**src/rtl/alu_cmd_sequencer.sv**
```systemverilog
// Command sequencer for the multi-cycle ALU: queues {opt, A, B}, issues one op at a time, holds one result.
// Optional watchdog on the ALU wait enabled by defining ALU_TIMEOUT_EN (adds timeout_err).
module alu_cmd_sequencer #(
    parameter int unsigned WIDTH   = 8,
    parameter int unsigned DEPTH   = 4,
    parameter int unsigned TIMEOUT = 64
) (
    input  logic                     clk,
    input  logic                     rst,
    input  logic                     cmd_valid,
    output logic                     cmd_ready,
    input  logic [2:0]               cmd_opt,
    input  logic [WIDTH-1:0]         cmd_a,
    input  logic [WIDTH-1:0]         cmd_b,
    output logic [$clog2(DEPTH):0]   fifo_count,
    output logic [WIDTH-1:0]         alu_a,
    output logic [WIDTH-1:0]         alu_b,
    output logic [2:0]               alu_opt,
    output logic                     alu_load,
    input  logic [WIDTH-1:0]         alu_dout,
    input  logic                     alu_done,
    output logic                     res_valid,
    input  logic                     res_ready,
    output logic [WIDTH-1:0]         res_data,
    output logic [2:0]               res_opt,
    output logic                     busy
`ifdef ALU_TIMEOUT_EN
    ,
    output logic                     timeout_err
`endif
);

    localparam int unsigned AW = $clog2(DEPTH);
    localparam int unsigned CW = AW + 1;
    localparam int unsigned EW = 3 + 2 * WIDTH;

    localparam logic [1:0] S_IDLE  = 2'd0;
    localparam logic [1:0] S_ISSUE = 2'd1;
    localparam logic [1:0] S_WAIT  = 2'd2;
    localparam logic [1:0] S_GAP   = 2'd3;

    logic [1:0]    state;
    logic [1:0]    state_d;
    logic [EW-1:0] mem [DEPTH];
    logic [EW-1:0] head;
    logic [AW:0]   wr_ptr;
    logic [AW:0]   rd_ptr;
    logic          full;
    logic          empty;
    logic          push;
    logic          pop;
    logic          capture;
    logic          expire;

    // Pointers carry a wrap bit so full and empty stay distinguishable.
    assign full       = (wr_ptr[AW] != rd_ptr[AW]) && (wr_ptr[AW-1:0] == rd_ptr[AW-1:0]);
    assign empty      = (wr_ptr == rd_ptr);
    assign cmd_ready  = !full;
    assign fifo_count = wr_ptr - rd_ptr;
    assign busy       = (state != S_IDLE) || !empty;
    assign push       = cmd_valid && !full;
    assign pop        = (state == S_ISSUE);
    assign capture    = (state == S_WAIT) && alu_done;
    assign head       = mem[rd_ptr[AW-1:0]];

`ifdef ALU_TIMEOUT_EN
    localparam int unsigned TW = $clog2(TIMEOUT + 1);
    logic [TW-1:0] wd_cnt;

    assign expire = (state == S_WAIT) && !alu_done && (wd_cnt == TW'(TIMEOUT - 1));

    // Watchdog counts WAIT cycles; it sits at zero outside WAIT so it restarts on every entry.
    always_ff @(posedge clk) begin
        if (rst) begin
            wd_cnt      <= '0;
            timeout_err <= 1'b0;
        end else begin
            if (state != S_WAIT) begin
                wd_cnt <= '0;
            end else begin
                wd_cnt <= wd_cnt + TW'(1);
            end
            if (expire) begin
                timeout_err <= 1'b1;
            end
        end
    end
`else
    assign expire = 1'b0;
`endif

    always_ff @(posedge clk) begin
        if (push) begin
            mem[wr_ptr[AW-1:0]] <= {cmd_opt, cmd_a, cmd_b};
        end
    end

    // Issue only when the result slot is free or being emptied, so no result is overwritten.
    always_comb begin
        state_d = state;
        case (state)
            S_IDLE:  if (!empty && (!res_valid || res_ready)) state_d = S_ISSUE;
            S_ISSUE: state_d = S_WAIT;
            S_WAIT:  if (alu_done || expire) state_d = S_GAP;
            S_GAP:   state_d = S_IDLE;
            default: state_d = S_IDLE;
        endcase
    end

    always_ff @(posedge clk) begin
        if (rst) begin
            state     <= S_IDLE;
            wr_ptr    <= '0;
            rd_ptr    <= '0;
            alu_load  <= 1'b0;
            alu_a     <= '0;
            alu_b     <= '0;
            alu_opt   <= '0;
            res_valid <= 1'b0;
            res_data  <= '0;
            res_opt   <= '0;
        end else begin
            state    <= state_d;
            alu_load <= (state_d == S_WAIT);
            if (push) begin
                wr_ptr <= wr_ptr + CW'(1);
            end
            if (pop) begin
                rd_ptr  <= rd_ptr + CW'(1);
                alu_opt <= head[EW-1 -: 3];
                alu_a   <= head[2*WIDTH-1 -: WIDTH];
                alu_b   <= head[WIDTH-1:0];
            end
            if (capture) begin
                res_valid <= 1'b1;
                res_data  <= alu_dout;
                res_opt   <= alu_opt;
            end else if (res_valid && res_ready) begin
                res_valid <= 1'b0;
            end
        end
    end

endmodule

```
**config.mk**
```make
export PLATFORM = sky130hd
export DESIGN_NAME = alu_cmd_sequencer
export DESIGN_NICKNAME = d
export VERILOG_FILES = /design/src/rtl/alu_cmd_sequencer.sv
export SDC_FILE = /design/constraint.sdc
export NUM_CORES = 1
export LEC_CHECK = 0
export ABC_CLOCK_PERIOD_IN_PS = 3750
export BUFFER_PORTS_ARGS = -buffer_cell sky130_fd_sc_hd__clkbuf_2
export CORE_ASPECT_RATIO = 0.7
export CORE_MARGIN = 1.5
export CORE_UTILIZATION = 48
export DETAILED_ROUTE_END_ITERATION = 8
export GPL_ROUTABILITY_DRIVEN = 0
export PLACE_DENSITY = 0.66
export SLEW_MARGIN = 20
export SYNTH_ARGS = -nofsm -noshare
export SYNTH_HDL_FRONTEND = slang
export SYNTH_SLANG_ARGS = --single-unit
```
**constraint.sdc**
```tcl
create_clock -name clk -period 3.75 [get_ports clk]
set_input_delay 0.75 -clock clk [delete_from_list [all_inputs] [get_ports clk]]
set_output_delay 0.75 -clock clk [all_outputs]
set_load 0.02 [all_outputs]
```
==> flow_summary.yaml <==
logic_synthesis:
  synthTopCellsByArea: "edfxtp_1, dfxtp_1, mux4_2, mux2i_1, ha_1"
  syn_area_um2: 4460
  synth_top_family_by_area: "multiplexers"
  synthFlopType: "edfxtp_1"
  yosys.area.top_type: "edfxtp_1"
  synth_compound_area_share_pct: 2.92
  synth.area.mux_share_pct: 14.1
  synthCells: 283
  synth.distinct_cells: 29
  async_reset_ff_share_pct: 0
  synth_fp_nets: 327
  synth.top_cell.area_share_pct: 51.2
  ys_ff_latch: 116
  ys_seq_area_share_pct: 69.2
  synthXorXnorAreaFrac_pct: 0.983
  yosys_warnings: 0
  synthSimpleGateAreaFrac_pct: 6.91
  synth.avg_cell_area_um2: 15.7
  synth_edf_count: 76
  synthAdderAreaFrac_pct: 3.54
global_route:
  grt_pass1_vias: 2378
  grt_antenna_before_repair: 0
  grt_max_degree: 46
  grt_pass1_wl_mm: 12.6
  grt_use_total_pct: 17.4
  overflow: 0
die:
  dieHeight_um: 83.6
  initial_utilization_pct: 49.3
  die_x_um: 118
  die_area_um2: 9880
  core_area_um2: 9030
  rows: 29
  io_pins: 69
worst_setup_path:
  critPathArrivalTime_ps: 1870
  required_ps: 3000
  cp_slowest_cell: "dfxtp_1"
  path_buf_inv: 2
  end_kind: "output port"
  crit_type: "flop to output port"
  start_kind: "flop"
  cp_top_family: "adder cells"
  crit_path_max_incr_delay_ps: 400
  worstPathCellList: "inv_1 > ha_1 > fa_1 > xnor2_1 > clkbuf_2"
  crit_fanout: 5
worst_hold_path:
  hold_class: "flop to flop"
power_and_ir_drop:
  total_power_mw: 4.15
  p_per_area_nw_per_um2: 763
  peakVddDrop_uv: 414
  power_leakage_nw: 2.03
detailed_routing:
  drt_wl_total_mm: 7.73
  vias: 2479
  drt_first_iter_violations: 197
  via_per_inst: 4.96
  firstDrtPassIters: 6
  postRouteAntennaNets: 0
  drc: 0
  wire_per_inst_um: 15.5
timing:
  finClkSkew_ps: 10.1
  relSlewSlack_pct: 41.2
  tightest_slew_ps: 882
  hold-worst-slack_ps: 452
  slew_viol_final: 0
  min_period_over_period_pct: 69.9
  hold_violations: 0
  fin_crit_ps: 2620
  setup_viol: 0
  fin_setup_tns_ps: 0
  rsz0062_at_grt: "false"
  clock.fmax_mhz: 382
layout:
  nets: 407
  regArea_um2: 3080
  areaGrowthSynthToFinish_pct: 22.1
  final_util_pct: 60.2
  antenna_cells: 0
  drive_gt1_share_pct: 31.1
  num-fill-cells: 688
  layout_commonest_cell: "edfxtp_1"
  layout_common_cells: "edfxtp_1, clkbuf_2, dfxtp_1, nand2_1, nor2_1"
  multiInputGateArea_um2: 1270
run_status:
  outcome: "complete, no violations"
clocking:
  htreeDepth: 4
  post_cts_resized: 0
  cts_made_buffers: 17
  cts_hold_buf: 0
  cts_buffer_depth: 2
  cts_sinks: 116
  post-cts-setup-buffers: 0
  clk_pin_slew_ps: 50
  clockRootBuffer: "clkbuf_16"
  clk_latency_ps: 400
  cts_tree: "yes"
job:
  cap_violations: 0
placed_design:
  port_buffers: 68
  dp_hpwl_mm: 4.93
worst reg2reg max path, stage by stage (launching register included):
cell and delay, ps:
dfxtp_1 400, inv_1 110, ha_1 370, and2_1 230
a21boi_0 310, and2_1 180, buf_4 290
Yosys cell counts, drive strengths merged (3+ instances only):
master  count
edfxtp     76
dfxtp      40
nand2      29
nor2       22
mux2i      20
mux4       19
a21oi      13
ha         11
buf        10
inv         7
and2        6
clkbuf      4
or3         4
xnor2       3
cell families (layout without fill, tap and decap cells):
group | Yosys count | count (layout)
compound gates | 21 | 21
xor+xnor | 5 | 5
fa+ha+maj | 12 | 12
buf+inv | 21 | 114
flops | 116 | 116
mux | 39 | 39
simple gates | 69 | 69
path summary, 6_finish.rpt:
path / start / end / slack (ps) / cells after the start
hold / removal: res_data[6] / res_data[6] / 450 / 2
setup reg to reg: wr_ptr[0] / mem[1][16] / 1540 / 6
hold reg to reg: res_data[6] / res_data[6] / 450 / 2
setup / recovery: wr_ptr[0] / fifo_count[2] / 1130 / 5
area by class of cell:
cell class,count,area share (%)
Sequential cell,116,56.7
Multi-Input combinational cell,146,23.3
Clock buffer,24,8.85
Timing Repair Buffer,75,7.22
Tap cell,124,2.85
Clock inverter,8,0.621
Inverter,7,0.483
state kept, by name, indices dropped and copies added (netlist names):
name       flops
res_valid      1
rd_ptr         3
state          2
alu_opt        3
res_opt        3
mem           76
alu_load       1
res_data       8
wr_ptr         3
alu_a          8
alu_b          8
metrics by stage:
stage,setup slack (ps),instances,cell area (µm²)
6_report,1130,500,5440
3_3_place_gp,1610,468,4920
2_1_floorplan,1400,283,4460
5_1_grt,1070,500,5440
4_1_cts,1130,500,5440
3_5_place_dp,1560,468,4920
power by group:
part           total [mW]  switching (mW)  internal [mW]
registers            1.70          0.0864           1.62
logic                1.08           0.624          0.455
clock network        1.37           0.494          0.877
metal layers:
metal,up-vias,part of all wire (%),global-route usage [%]
met5,-,0,0
met4,0,1.5,6.98
met3,11,6.5,7.38
met2,70,44,24.5
met1,1190,48,23.8
li1,1208,-,-
Power figures use the tool's default switching activity.
